### src/rtl/fir_pkg.sv
// fir_pkg: shared types and constants for the FIR stream sequencer.
//   sample_t     - 16-bit signed audio sample / filtered result
//   seq_state_t  - sequencer FSM state encoding
//   FIR_TAPS     - tap count of the companion FIR engine
//   FIR_LATENCY  - cycles from the issue cycle to the engine's done pulse
package fir_pkg;

    localparam int FIR_TAPS    = 16;
    localparam int FIR_LATENCY = 18;

    typedef logic signed [15:0] sample_t;

    typedef enum logic [1:0] {
        ST_IDLE,
        ST_ISSUE,
        ST_WAIT,
        ST_CAPTURE
    } seq_state_t;

endpackage

### src/rtl/sample_fifo.sv
// sample_fifo: small input buffer for the FIR sequencer.
//   ck, rst_n  - clock, asynchronous active-low reset
//   push       - write request, ignored while full
//   push_data  - sample to write
//   pop        - read request, ignored while empty; advances the head
//   head       - oldest stored sample, read from registered storage
//   full/empty - derived from the occupancy count
module sample_fifo
    import fir_pkg::*;
#(
    parameter int DEPTH = 4
) (
    input  logic               ck,
    input  logic               rst_n,
    input  logic               push,
    input  logic signed [15:0] push_data,
    input  logic               pop,
    output logic signed [15:0] head,
    output logic               full,
    output logic               empty
);

    localparam int AW = $clog2(DEPTH);
    localparam logic [AW:0] FULL_CNT = DEPTH[AW:0];

    sample_t       mem [DEPTH];
    logic [AW-1:0] wr_ptr;
    logic [AW-1:0] rd_ptr;
    logic [AW:0]   count;
    logic          do_push;
    logic          do_pop;

    assign full    = (count == FULL_CNT);
    assign empty   = (count == '0);
    assign do_push = push && !full;
    assign do_pop  = pop && !empty;
    assign head    = mem[rd_ptr];

    // Pointers wrap naturally because DEPTH is a power of two.
    always_ff @(posedge ck or negedge rst_n) begin
        if (!rst_n) begin
            wr_ptr <= '0;
            rd_ptr <= '0;
            count  <= '0;
        end else begin
            if (do_push) wr_ptr <= wr_ptr + 1'b1;
            if (do_pop)  rd_ptr <= rd_ptr + 1'b1;
            case ({do_push, do_pop})
                2'b10:   count <= count + 1'b1;
                2'b01:   count <= count - 1'b1;
                default: count <= count;
            endcase
        end
    end

    // Storage needs no reset: a slot is only read after it has been written.
    always_ff @(posedge ck) begin
        if (do_push) mem[wr_ptr] <= push_data;
    end

endmodule

### src/rtl/fir_sequencer.sv
// fir_sequencer: stream-side controller for the 16-tap FIR engine.
//   ck, rst_n          - clock, asynchronous active-low reset
//   s_data/s_valid/s_ready - input sample handshake (buffered in a FIFO)
//   m_data/m_valid/m_ready - filtered result, held until accepted
//   fir_in, fir_start  - sample and one-cycle start pulse to the engine
//   fir_out, fir_done  - engine result and completion pulse
//   busy               - FSM active or samples pending
//   timeout_err/err_clr - sticky watchdog flag and its clear
module fir_sequencer
    import fir_pkg::*;
#(
    parameter int DEPTH   = 4,
    parameter int TIMEOUT = 31
) (
    input  logic               ck,
    input  logic               rst_n,
    input  logic signed [15:0] s_data,
    input  logic               s_valid,
    output logic               s_ready,
    output logic signed [15:0] m_data,
    output logic               m_valid,
    input  logic               m_ready,
    output logic signed [15:0] fir_in,
    output logic               fir_start,
    input  logic signed [15:0] fir_out,
    input  logic               fir_done,
    output logic               busy,
    output logic               timeout_err,
    input  logic               err_clr
);

    localparam int TW         = $clog2(TIMEOUT);
    localparam int TIMER_LAST = TIMEOUT - 1;
    localparam logic [TW-1:0] TIMER_END = TIMER_LAST[TW-1:0];

    seq_state_t    state;
    seq_state_t    state_nx;
    logic [TW-1:0] timer;

    logic          fifo_full;
    logic          fifo_empty;
    logic          fifo_pop;
    sample_t       fifo_head;

    logic          slot_free;
    logic          timer_clr;
    logic          timer_inc;
    logic          wd_fire;
    logic          capture;

    assign s_ready   = !fifo_full;
    assign slot_free = !m_valid || m_ready;
    assign busy      = (state != ST_IDLE) || !fifo_empty;

    sample_fifo #(
        .DEPTH (DEPTH)
    ) u_fifo (
        .ck        (ck),
        .rst_n     (rst_n),
        .push      (s_valid && s_ready),
        .push_data (s_data),
        .pop       (fifo_pop),
        .head      (fifo_head),
        .full      (fifo_full),
        .empty     (fifo_empty)
    );

    always_ff @(posedge ck or negedge rst_n) begin
        if (!rst_n) state <= ST_IDLE;
        else        state <= state_nx;
    end

    // A pop is only taken when the output slot will be free, so CAPTURE
    // never overwrites a result the sink has not yet accepted.
    always_comb begin
        state_nx  = state;
        fifo_pop  = 1'b0;
        fir_start = 1'b0;
        timer_clr = 1'b0;
        timer_inc = 1'b0;
        wd_fire   = 1'b0;
        capture   = 1'b0;
        case (state)
            ST_IDLE: begin
                if (!fifo_empty && slot_free) begin
                    fifo_pop = 1'b1;
                    state_nx = ST_ISSUE;
                end
            end
            ST_ISSUE: begin
                fir_start = 1'b1;
                timer_clr = 1'b1;
                state_nx  = ST_WAIT;
            end
            ST_WAIT: begin
                if (fir_done) begin
                    state_nx = ST_CAPTURE;
                end else if (timer == TIMER_END) begin
                    wd_fire  = 1'b1;
                    state_nx = ST_IDLE;
                end else begin
                    timer_inc = 1'b1;
                end
            end
            ST_CAPTURE: begin
                capture  = 1'b1;
                state_nx = ST_IDLE;
            end
            default: state_nx = ST_IDLE;
        endcase
    end

    // fir_in is only written on a pop, so it stays stable through ISSUE and
    // the engine's load cycle that follows.
    always_ff @(posedge ck or negedge rst_n) begin
        if (!rst_n) begin
            fir_in <= '0;
            timer  <= '0;
        end else begin
            if (fifo_pop)       fir_in <= fifo_head;
            if (timer_clr)      timer  <= '0;
            else if (timer_inc) timer  <= timer + 1'b1;
        end
    end

    // The engine registers its result on the done cycle, so the value is
    // sampled one cycle later in CAPTURE.
    always_ff @(posedge ck or negedge rst_n) begin
        if (!rst_n) begin
            m_data  <= '0;
            m_valid <= 1'b0;
        end else if (capture) begin
            m_data  <= fir_out;
            m_valid <= 1'b1;
        end else if (m_ready) begin
            m_valid <= 1'b0;
        end
    end

    // A new timeout takes priority over a coincident clear.
    always_ff @(posedge ck or negedge rst_n) begin
        if (!rst_n)       timeout_err <= 1'b0;
        else if (wd_fire) timeout_err <= 1'b1;
        else if (err_clr) timeout_err <= 1'b0;
    end

endmodule

### config.mk
export PLATFORM = sky130hd
export DESIGN_NAME = fir_sequencer
export DESIGN_NICKNAME = d
export VERILOG_FILES = /design/src/rtl/fir_pkg.sv /design/src/rtl/sample_fifo.sv /design/src/rtl/fir_sequencer.sv
export SDC_FILE = /design/constraint.sdc
export NUM_CORES = 1
export LEC_CHECK = 0
export CAP_MARGIN = 40
export CORE_ASPECT_RATIO = 0.9
export CORE_MARGIN = 2
export CORE_UTILIZATION = 45
export CTS_CLUSTER_SIZE = 30
export DETAILED_ROUTE_END_ITERATION = 6
export GPL_TIMING_DRIVEN = 1
export PLACE_DENSITY = 0.69
export SKIP_CTS_REPAIR_TIMING = 1
export SYNTH_ARGS = -nofsm -noshare
export SYNTH_HDL_FRONTEND = slang
export SYNTH_SLANG_ARGS = --single-unit
### constraint.sdc
create_clock -name ck -period 5.95 [get_ports ck]
set_input_delay 0.8925 -clock ck [delete_from_list [all_inputs] [get_ports ck]]
set_output_delay 0.8925 -clock ck [all_outputs]
set_load 0.01 [all_outputs]
# Yosys cells after proc, flatten, opt, wreduce, memory -nomap -nowiden
# Memories as Yosys holds them, arrays and structs flattened. A register that Yosys moved wholly into a read port is not among the register bits.
# Index checks and enable logic that the tools add are counted.
# classes
addsub	5
multipliers	0
div_mod_pow	0
n_lt_le_gt_ge	0
n_eq_ne	9
shift	0
muxes	23
bitwise	0
n_reduce_logical	18
# ops
operator	count
1-bit 2-to-1 mux	16
5-bit 2-to-1 mux	2
2-bit nonzero test	5
2-bit case mux with 4 select lines	1
2-bit equality test (second input constant)	3
2-bit 2-to-1 mux	3
3-bit case mux with 2 select lines	1
5-bit by 1-bit adder with 5-bit output (second input constant)	1
5-bit equality test (second input constant)	1
2-bit by 1-bit adder with 2-bit output (second input constant)	2
2-bit by 1-bit equality test with 1-bit output (second input constant)	2
1-bit logical AND	4
1-bit logical NOT	4
3-bit by 1-bit adder with 3-bit output (second input constant)	1
3-bit equality test (second input constant)	1
3-bit logical NOT	1
3-bit inequality test (second input constant)	1
3-bit by 1-bit subtractor with 3-bit output (second input constant)	1
2-bit logical NOT	1
1-bit logical OR	2
2-bit inequality test (second input constant)	1
2-bit AND reduction	1
# word_totals
ff_bits	32
latchBits	0
ramBits	64
romBits	0
in_bits	38
out_inout_bits	37
elab_cells	64
memories	1
# mem_list
memory	words	width	rd	rd_ports_with_merged_regs	wr	line	rtl
u_fifo.mem	4	16	1	1	1	sample_fifo.sv:26	sample_t mem [DEPTH];

# Logic depth before layout (Yosys ltp)
# Gate-level depths: netlist (run 1).
# depth
word_depth	8
ltp_mapped	10
depth_no_buf	8

# Modules after synthesis
# A second synthesis (run 1) with hierarchy kept.
# unflattened
hier_cells	246
hier_area_um2	4515.6
# modules_own_cells
mod	n_inst	cells_each	area_per_inst_um2	seq_area_each_um2
sample_fifo	1	121	2775.2	2097.0
fir_sequencer	1	125	1740.4	1026.0

# Worst setup path before layout (run 1)
# No wires, ideal clock.
# synth_path
path_type	input to register
startpoint	input m_ready
endpoint	register u_fifo.count[2]
setup_time_ps	125
arrival_ps	2360
t_required_ps	5825
setup_slack_ps	3465
cell_stages	9
n_path_buf	1
cell_sequence	nand2b_1 > nand3_4 > buf_6 > inv_1 > ha_1 > fa_1 > xnor2_1 > nor2_1 > xor2_1
# synth_between
elab_chain_cells	7
elab_cells_between_ends	9
classes_between	eq/ne: 2; mux: 3; reduce/logical: 4
# synth_lines
item	line	rtl
start, declared	fir_sequencer.sv:22	input logic m_ready,
1-bit logical OR *	fir_sequencer.sv:52	assign slot_free = !m_valid || m_ready;
1-bit logical AND *	fir_sequencer.sv:85	if (!fifo_empty && slot_free) begin
1-bit 2-to-1 mux *	fir_sequencer.sv:85	
1-bit 2-to-1 mux *	fir_sequencer.sv:83	case (state)
1-bit logical AND *	sample_fifo.sv:36	assign do_pop = pop && !empty;
net u_fifo.do_pop	sample_fifo.sv:31	logic do_pop;
2-bit by 1-bit equality test with 1-bit output / 2-bit equality test (equally long branches)	sample_fifo.sv:48	case ({do_push, do_pop})
3-bit case mux with 2 select lines / 2-bit nonzero test (equally long branches)	--	
end signal, assigned	sample_fifo.sv:49	2'b10: count <= count + 1'b1;
end signal, assigned	sample_fifo.sv:50	2'b01: count <= count - 1'b1;
end signal, assigned	sample_fifo.sv:51	default: count <= count;
end, declared	sample_fifo.sv:29	logic [AW:0] count;
# The timed path passes the listed nets; every way through them passes the cells marked *.
# A chain may end at the register's enable or synchronous reset.

# Worst setup path after layout (run 1)
# layout_path
startpoint	register u_fifo.count[0]
endpoint	output busy
# layout_between
elab_chain_cells	3
# layout_lines
item	line	rtl
3-bit logical NOT	sample_fifo.sv:34	assign empty = (count == '0);
1-bit logical NOT	fir_sequencer.sv:53	assign busy = (state != ST_IDLE) || !fifo_empty;
1-bit logical OR	fir_sequencer.sv:53	
end, declared	fir_sequencer.sv:27	output logic busy,
# No other way between the ends.

==> metrics.csv, run 1 <==
stage,metric,value,unit
yosys,Synth Area in Simple Gates,5.073,%
yosys,post-synth cell types,41,
grt,Tot GR Track Use,15.17,%
detailed_routing,antenna-violating nets left,0,
power,worst vdd ir,0.0002055,V
clocking,insertion delay to the later sink of the worst-skew pair,360,ps
yosys,ranking of synthesized cells by instance count,"edfxtp_1, dfrtp_1, mux2_2",
die,core area,0.009657,sq mm
layout,share of cells above drive strength 1,21.65,%
yosys,syn nets,287,
yosys,mux cell area share after synthesis,17.07,%
die,row count,34,
yosys,"count leader, synth",edfxtp_1,
grt,GR Util met2,24.37,%
detailed_routing,Via Count,2317,
yosys,post-synthesis sequential area ratio,69.96,%
power,Flop pwr share,46.1,%
yosys,synthesized area,0.004464,sq mm
layout,NumNets Final,369,
grt,GR peak layer,met2,
layout,Area growth syn-to-layout,24.64,%
power,LEAKAGE,2.077,nW
worst_setup_path,crit path DAT,1910,ps
detailed_routing,first-iteration detailed-routing DRC count,80,
detailed_routing,drt wl/cell,16.93,um
detailed_routing,drt first pass iters,4,
yosys,Synth async-reset ratio,42.86,%
worst_setup_path,FF-to-FF setup slack,3590,ps
sta,Final min period,2806,ps
clocking,total CTS buffers,9,
grt,largest net degree at the start of global routing,49,
yosys,share of the synthesized area in the top cell type,43.05,%
die,Die Wd,109.0,um
placement,DP HPWL,5216,um
sta,Finish-stage setup viols,0,
sta,setup TNS,0,ps
worst_setup_path,CP max FO,4,
yosys,Synth Area in Adders,2.410,%
placement,GPL Wtd Cong,0.7762,
power,clock share of power,15.7,%
yosys,Mapped Cells,241,
worst_setup_path,endpoint class of the critical path,output port,
layout,number of diodes,0,
sta,Slew Limit Fails,0,
worst_setup_path,Setup Crit Path Kind,flop to output port,
yosys,synthesized area per cell,18.52,sq um
die,io pins,75,
grt,GR Layer Usage met1,20.11,%
power,NetSw,0.8197,mW
grt,GRT overflow,0,
sta,slew margin rel.,49.98,%
grt,GR met3 Demand/Resource,5.159,%
run_status,outcome,"complete, no violations",
sta,Slew @ Worst Pin,750.4,ps
die,die area,0.01073,sq mm
clocking,CTS tree,built,
grt,vias in the first global route,2288,
yosys,"Top FF cell, synth",edfxtp_1,
yosys,Syn. warnings,0,
yosys,largest cells by area after synthesis,"edfxtp_1, dfrtp_1, mux2_2",
clocking,H-tree levels,3,
detailed_routing,final wirelength,7685,um
power,cell-internal power,1.885,mW
clocking,clk buf depth,2,
job,number of max-cap violations,0,
yosys,XOR/XNOR share of the synthesized area,1.177,%
sta,Max Fclk,0.3564,GHz
clocking,Root Buffer,clkbuf_8,
sta,Tcrit/Tclk final,47.16,%
clocking,CTS Sinks,112,
worst_hold_path,worst hold path class,flop to flop,
placement,input/output buffers,74,
grt,initial antenna violation count,0,
die,initial core utilization,46.23,%
detailed_routing,via/cell ratio,5.104,
sta,unrepaired setup endpoints after global routing,no,
yosys,Synth Area in Compound Gates,2.046,%
power,combinational power share,38.2,%
worst_setup_path,CP startpoint kind,flop,
power,switching fraction of total power,30.31,%
sta,Layout Skew,10.68,ps
worst_setup_path,critical path required time,5060,ps
detailed_routing,DRC violations left,0,
power,Power Total,2.705,mW
sta,Fin. Hold Viols,0,
yosys,largest family of logic cells by synthesized area,multiplexers,
yosys,Post-synth EDFFs,64,
die,Die Y,98.49,um
grt,first-pass GRT wire length,12060,um
yosys,Yosys reg bits,112,
yosys,Yosys top cell by area,edfxtp_1,
clocking,clk slew on worst S/H paths,100,ps
power,Pwr Density,486.1,mW/mm^2
==> registers in the layout, summed over array words and instances (netlist names) <==
register,count
u_fifo.mem,64
fir_in,16
m_data,16
timer,5
u_fifo.count,3
state,2
u_fifo.rd_ptr,2
u_fifo.wr_ptr,2
m_valid,1
timeout_err,1
==> layout make-up <==
| cell class | instances | area, sq um |
|---|---|---|
| Sequential cell | 112 | 3123 |
| Inverter | 8 | 30.03 |
| Timing Repair Buffer | 80 | 827.0 |
| Multi-Input combinational cell | 112 | 1240 |
| Clock inverter | 4 | 31.28 |
| Fill cell | 760 | 4093 |
| Clock buffer | 12 | 155.1 |
| Tap cell | 126 | 157.7 |
==> stage by stage <==
| step | util (%) | setup WS [ps] | area (sq um) | hold WS (ps) | cells |
|---|---|---|---|---|---|
| floorplan | - | 3465 | 4464 | 446.0 | 241 |
| global placement | 54.82 | 2987 | 5294 | 466.0 | 433 |
| detailed placement | 55.69 | 2934 | 5378 | 494.1 | 438 |
| CTS | 57.62 | 3106 | 5564 | 517.6 | 454 |
| global route | 57.62 | 3041 | 5564 | 526.7 | 454 |
| finish | 57.62 | 3144 | 5564 | 515.2 | 454 |
==> cell usage in the layout (no fill, tap or decap), types with 2 or more instances in the layout <==
cell type | Yosys | final
o21ai_0 | 2 | 2
nand2b_1 | 3 | 3
inv_6 | 0 | 3
nor2_1 | 3 | 3
clkbuf_8 | 0 | 11
edfxtp_1 | 64 | 64
ha_1 | 7 | 7
a21oi_1 | 4 | 4
mux4_2 | 11 | 11
buf_8 | 0 | 3
mux2_2 | 34 | 34
inv_1 | 8 | 8
nor2b_1 | 2 | 2
dfrtp_1 | 48 | 48
clkdlybuf4s50_1 | 0 | 73
xnor2_1 | 5 | 5
nand2_1 | 4 | 4
o22ai_1 | 3 | 3
and3_1 | 4 | 4
nand4_1 | 2 | 2
mux4_1 | 5 | 5
nor3b_1 | 3 | 3
or3_1 | 2 | 2
==> path summary, 6_finish.rpt <==
path                                 start               to  depth (start not counted)
setup / recovery           u_fifo.count[0]             busy                          3
hold / removal                   fir_in[0]        fir_in[0]                          1
setup reg to reg           u_fifo.count[0]  u_fifo.count[2]                          8
hold reg to reg                  fir_in[0]        fir_in[0]                          1
max in group asynchronous            rst_n       fir_in[14]                          2
min in group asynchronous            rst_n         timer[0]                          2
==> power by group through the flow <==
stage / clock network, mW / registers [mW] / logic [mW]
after floorplan: 0 / 1.25 / 0.632
after global placement: 0 / 1.28 / 0.960
after detailed placement: 0 / 1.27 / 1.05
after CTS: 0.442 / 1.25 / 1.05
after global routing: 0.474 / 1.28 / 1.12
final: 0.425 / 1.25 / 1.03
==> kinds of logic (layout without fill, tap and decap cells) <==
group | count (synthesis) | in the layout
multiplexers | 50 | 50
adder cells (fa/ha/maj) | 8 | 8
buffers and inverters | 17 | 104
XOR/XNOR | 6 | 6
AO/OA/AOI/OAI | 14 | 14
flip-flops | 112 | 112
AND/OR/NAND/NOR | 34 | 34
==> per-layer routing <==
metal / vias to the layer above / wire length [um]
met1: 1151 / 3371
met4: 0 / 68
met5: - / 0
met3: 5 / 542
li1: 1087 / -
met2: 74 / 3702
==> critical path, stage by stage, from the launching register on <==
cell             delay (ps)
dfrtp_1                 450
or3_1                   440
nand2b_1                170
clkdlybuf4s50_1         490
Note: power is estimated with default switching activity, not from simulation.
==> inputs of run 2 (changes only) <==
--- a/config.mk
+++ b/config.mk
@@ -12,7 +12,7 @@
 export CTS_CLUSTER_SIZE = 30
 export DETAILED_ROUTE_END_ITERATION = 6
 export GPL_TIMING_DRIVEN = 1
-export PLACE_DENSITY = 0.69
+export PLACE_DENSITY = 0.72
 export SKIP_CTS_REPAIR_TIMING = 1
 export SYNTH_ARGS = -nofsm -noshare
 export SYNTH_HDL_FRONTEND = slang
==> constraint.sdc (replaced) <==
create_clock -name ck -period 2.4 [get_ports ck]
set_input_delay 0.36 -clock ck [delete_from_list [all_inputs] [get_ports ck]]
set_output_delay 0.36 -clock ck [all_outputs]
set_load 0.01 [all_outputs]
==> run 2 against run 1 <==
Against the previous run:
- the run now ends with negative hold slack left
- count of clock-buffer cells in the layout decreased by 3
- via count increased by 2.2%
- global-route usage increased by 0.26 points
- sequential power rose by 140%
- sequential cell count is the same
- non-clock buffer count is 4 higher
==> metrics.csv, run 2 (synthesis gave the netlist of run 1 again) <==
stage,metric,value,unit,change
run_status,outcome,"finished, violations left",,
run_status,failing checks,negative hold slack,,
layout,NumNets Final,373,,+1.1%
clocking,insertion delay to the later sink of the worst-skew pair,370,ps,about the same
sta,slew margin rel.,58.67,%,+8.7 points
worst_setup_path,critical path required time,2040,ps,-3020 ps
layout,"commonest non-fill, non-tap cell in the layout",clkdlybuf4s50_1,,
placement,DP HPWL,5100,um,-2.2%
layout,max reg flops,64,,unchanged
sta,Fin. Hold Viols,9,,+9
worst_setup_path,Worst Setup SP,u_fifo.count[0],,
sta,setup TNS,0,ps,unchanged
detailed_routing,Via Count,2369,,+2.2%
detailed_routing,antenna-violating nets left,0,,unchanged
sta,Slew Limit Fails,0,,unchanged
clocking,total CTS buffers,9,,unchanged
power,Power Total,6.777,mW,+150%
grt,vias in the first global route,2439,,+6.6%
sta,Slew @ Worst Pin,619.9,ps,-130.5 ps
sta,Max Fclk,0.4411,GHz,
detailed_routing,final wirelength,7727,um,+0.55%
grt,initial antenna violation count,0,,unchanged
die,Die Wd,109.0,um,unchanged
worst_setup_path,Worst R2R End,u_fifo.count[1],,
detailed_routing,via/cell ratio,5.172,,+1.4%
sta,Final min period,2267,ps,
worst_setup_path,Worst Reg-to-Reg Cells,6,,-2
die,io pins,75,,unchanged
worst_setup_path,reg2reg start,u_fifo.count[0],,
worst_setup_path,CP startpoint kind,flop,,
layout,number of diodes,0,,unchanged
placement,input/output buffers,74,,unchanged
clocking,H-tree levels,3,,unchanged
worst_setup_path,CP max FO,4,,unchanged
grt,largest net degree at the start of global routing,27,,-45%
power,Pwr Density,1213,mW/mm^2,+150%
placement,GPL Wtd Cong,0.7506,,-3.3%
power,LEAKAGE,2.098,nW,+1.0%
worst_setup_path,endpoint class of the critical path,output port,,
clocking,CTS tree,built,,
sta,Layout Skew,13.62,ps,+2.944 ps
clocking,clk buf depth,2,,unchanged
detailed_routing,drt first pass iters,4,,unchanged
sta,Tcrit/Tclk final,94.47,%,
sta,Hold Worst Slack,-4.910,ps,-520.1 ps
clocking,Root Buffer,clkbuf_8,,
detailed_routing,first-iteration detailed-routing DRC count,93,,+16%
layout,Area growth syn-to-layout,25.17,%,
power,worst vdd ir,0.0005525,V,+170%
job,number of max-cap violations,0,,unchanged
worst_setup_path,crit path DAT,1910,ps,about the same
die,initial core utilization,46.23,%,unchanged
layout,FILL cells,790,,+3.9%
layout,FF/Latch Area,0.003123,sq mm,unchanged
layout,Finished Layout Cells,458,,+0.88%
clocking,CTS Sinks,112,,unchanged
die,core area,0.009657,sq mm,unchanged
grt,first-pass GRT wire length,12360,um,+2.5%
layout,share of cells above drive strength 1,22.89,%,+1.2 points
worst_hold_path,worst hold path class,primary input to async pin,,
sta,Finish-stage setup viols,0,,unchanged
layout,"commonest cells after routing, fill and taps aside","clkdlybuf4s50_1, edfxtp_1, dfrtp_1",,
worst_setup_path,FF-to-FF setup slack,240,ps,-3350 ps
layout,area of the multi-input gates,0.001240,sq mm,unchanged
layout,Biggest register,u_fifo.mem,,
placement,placed insts,442,,+0.91%
layout,biggest regs,"u_fifo.mem (64), fir_in (16), m_data (16)",,
clocking,clk slew on worst S/H paths,100,ps,about the same
die,Die Y,98.49,um,unchanged
sta,unrepaired setup endpoints after global routing,no,,
die,row count,34,,unchanged
grt,Tot GR Track Use,15.43,%,+0.26 points
detailed_routing,drt wl/cell,16.87,um,-0.33%
worst_setup_path,crit path to,busy,,
worst_setup_path,Setup Crit Path Kind,flop to output port,,
die,die area,0.01073,sq mm,unchanged
grt,GRT overflow,0,,unchanged
detailed_routing,DRC violations left,0,,unchanged
-- run 2: cell types whose count changed in the layout (fill, tap and decap cells not counted), moves of 2 or more --
cell and change:
clkbuf_8 -2, buf_8 -3, inv_6 -3, buf_4 +8, inv_8 +2
-- run 2: through the flow --
step	util, %	instance area (sq um)	hold WS (ps)	setup slack (ps)
final	57.86	5588	-4.910	132.7
after global routing	57.86	5588	23.70	22.20
after CTS	57.86	5588	-1.299	94.88
after detailed placement	55.65	5374	411.0	179.0
after global placement	55.65	5374	417.0	206.5
after floorplan	-	4464	64.41	189.2
-- run 2: routing by layer --
metal  up-vias  part of all wire [%]  global-route usage [%]  wire length [um]
met5         -                     0                       0                 0
met4         0                  0.96                   3.550                74
met3         7                   6.5                   5.159               506
met2        66                    48                   25.42              3714
met1      1203                    44                   19.96              3431
li1       1093                     -                       -                 -
-- run 2: worst min path at each step --
stage,start,slack (ps),endpoint
final,rst_n,-5,m_data[1]
after global routing,rst_n,20,m_data[1]
after CTS,rst_n,-1,m_data[1]
after detailed placement,rst_n,410,m_data[3]
after global placement,rst_n,420,m_data[3]
after floorplan,rst_n,60,fir_in[0]
-- run 2: critical path, cell delays in order (launching register included) --
cell and delay [ps]:
dfrtp_1 440, or3_1 440, nand2b_1 170, clkdlybuf4s50_1 500
-- run 2: layout make-up --
| cell class | count | share of cell area, % |
|---|---|---|
| Inverter | 8 | 0.5374 |
| Sequential cell | 112 | 55.89 |
| Clock buffer | 9 | 2.217 |
| Clock inverter | 7 | 1.612 |
| Multi-Input combinational cell | 112 | 22.19 |
| Tap cell | 126 | 2.821 |
| Timing Repair Buffer | 84 | 14.73 |
-- run 2: power by group --
part	internal [mW]	switching [mW]	total, mW	leakage (nW)
combinational	1.53	1.12	2.65	0.829
sequential	2.68	0.298	2.98	1.16
clock	0.506	0.646	1.15	0.106
==> inputs of run 3 (changes only) <==
--- a/config.mk
+++ b/config.mk
@@ -9,7 +9,7 @@
 export CORE_ASPECT_RATIO = 0.9
 export CORE_MARGIN = 2
 export CORE_UTILIZATION = 45
-export CTS_CLUSTER_SIZE = 30
+export CTS_CLUSTER_SIZE = 24
 export DETAILED_ROUTE_END_ITERATION = 6
 export GPL_TIMING_DRIVEN = 1
 export PLACE_DENSITY = 0.72
==> results of run 3 <==
Final layout, timing and power as in run 2 (identical DEF).
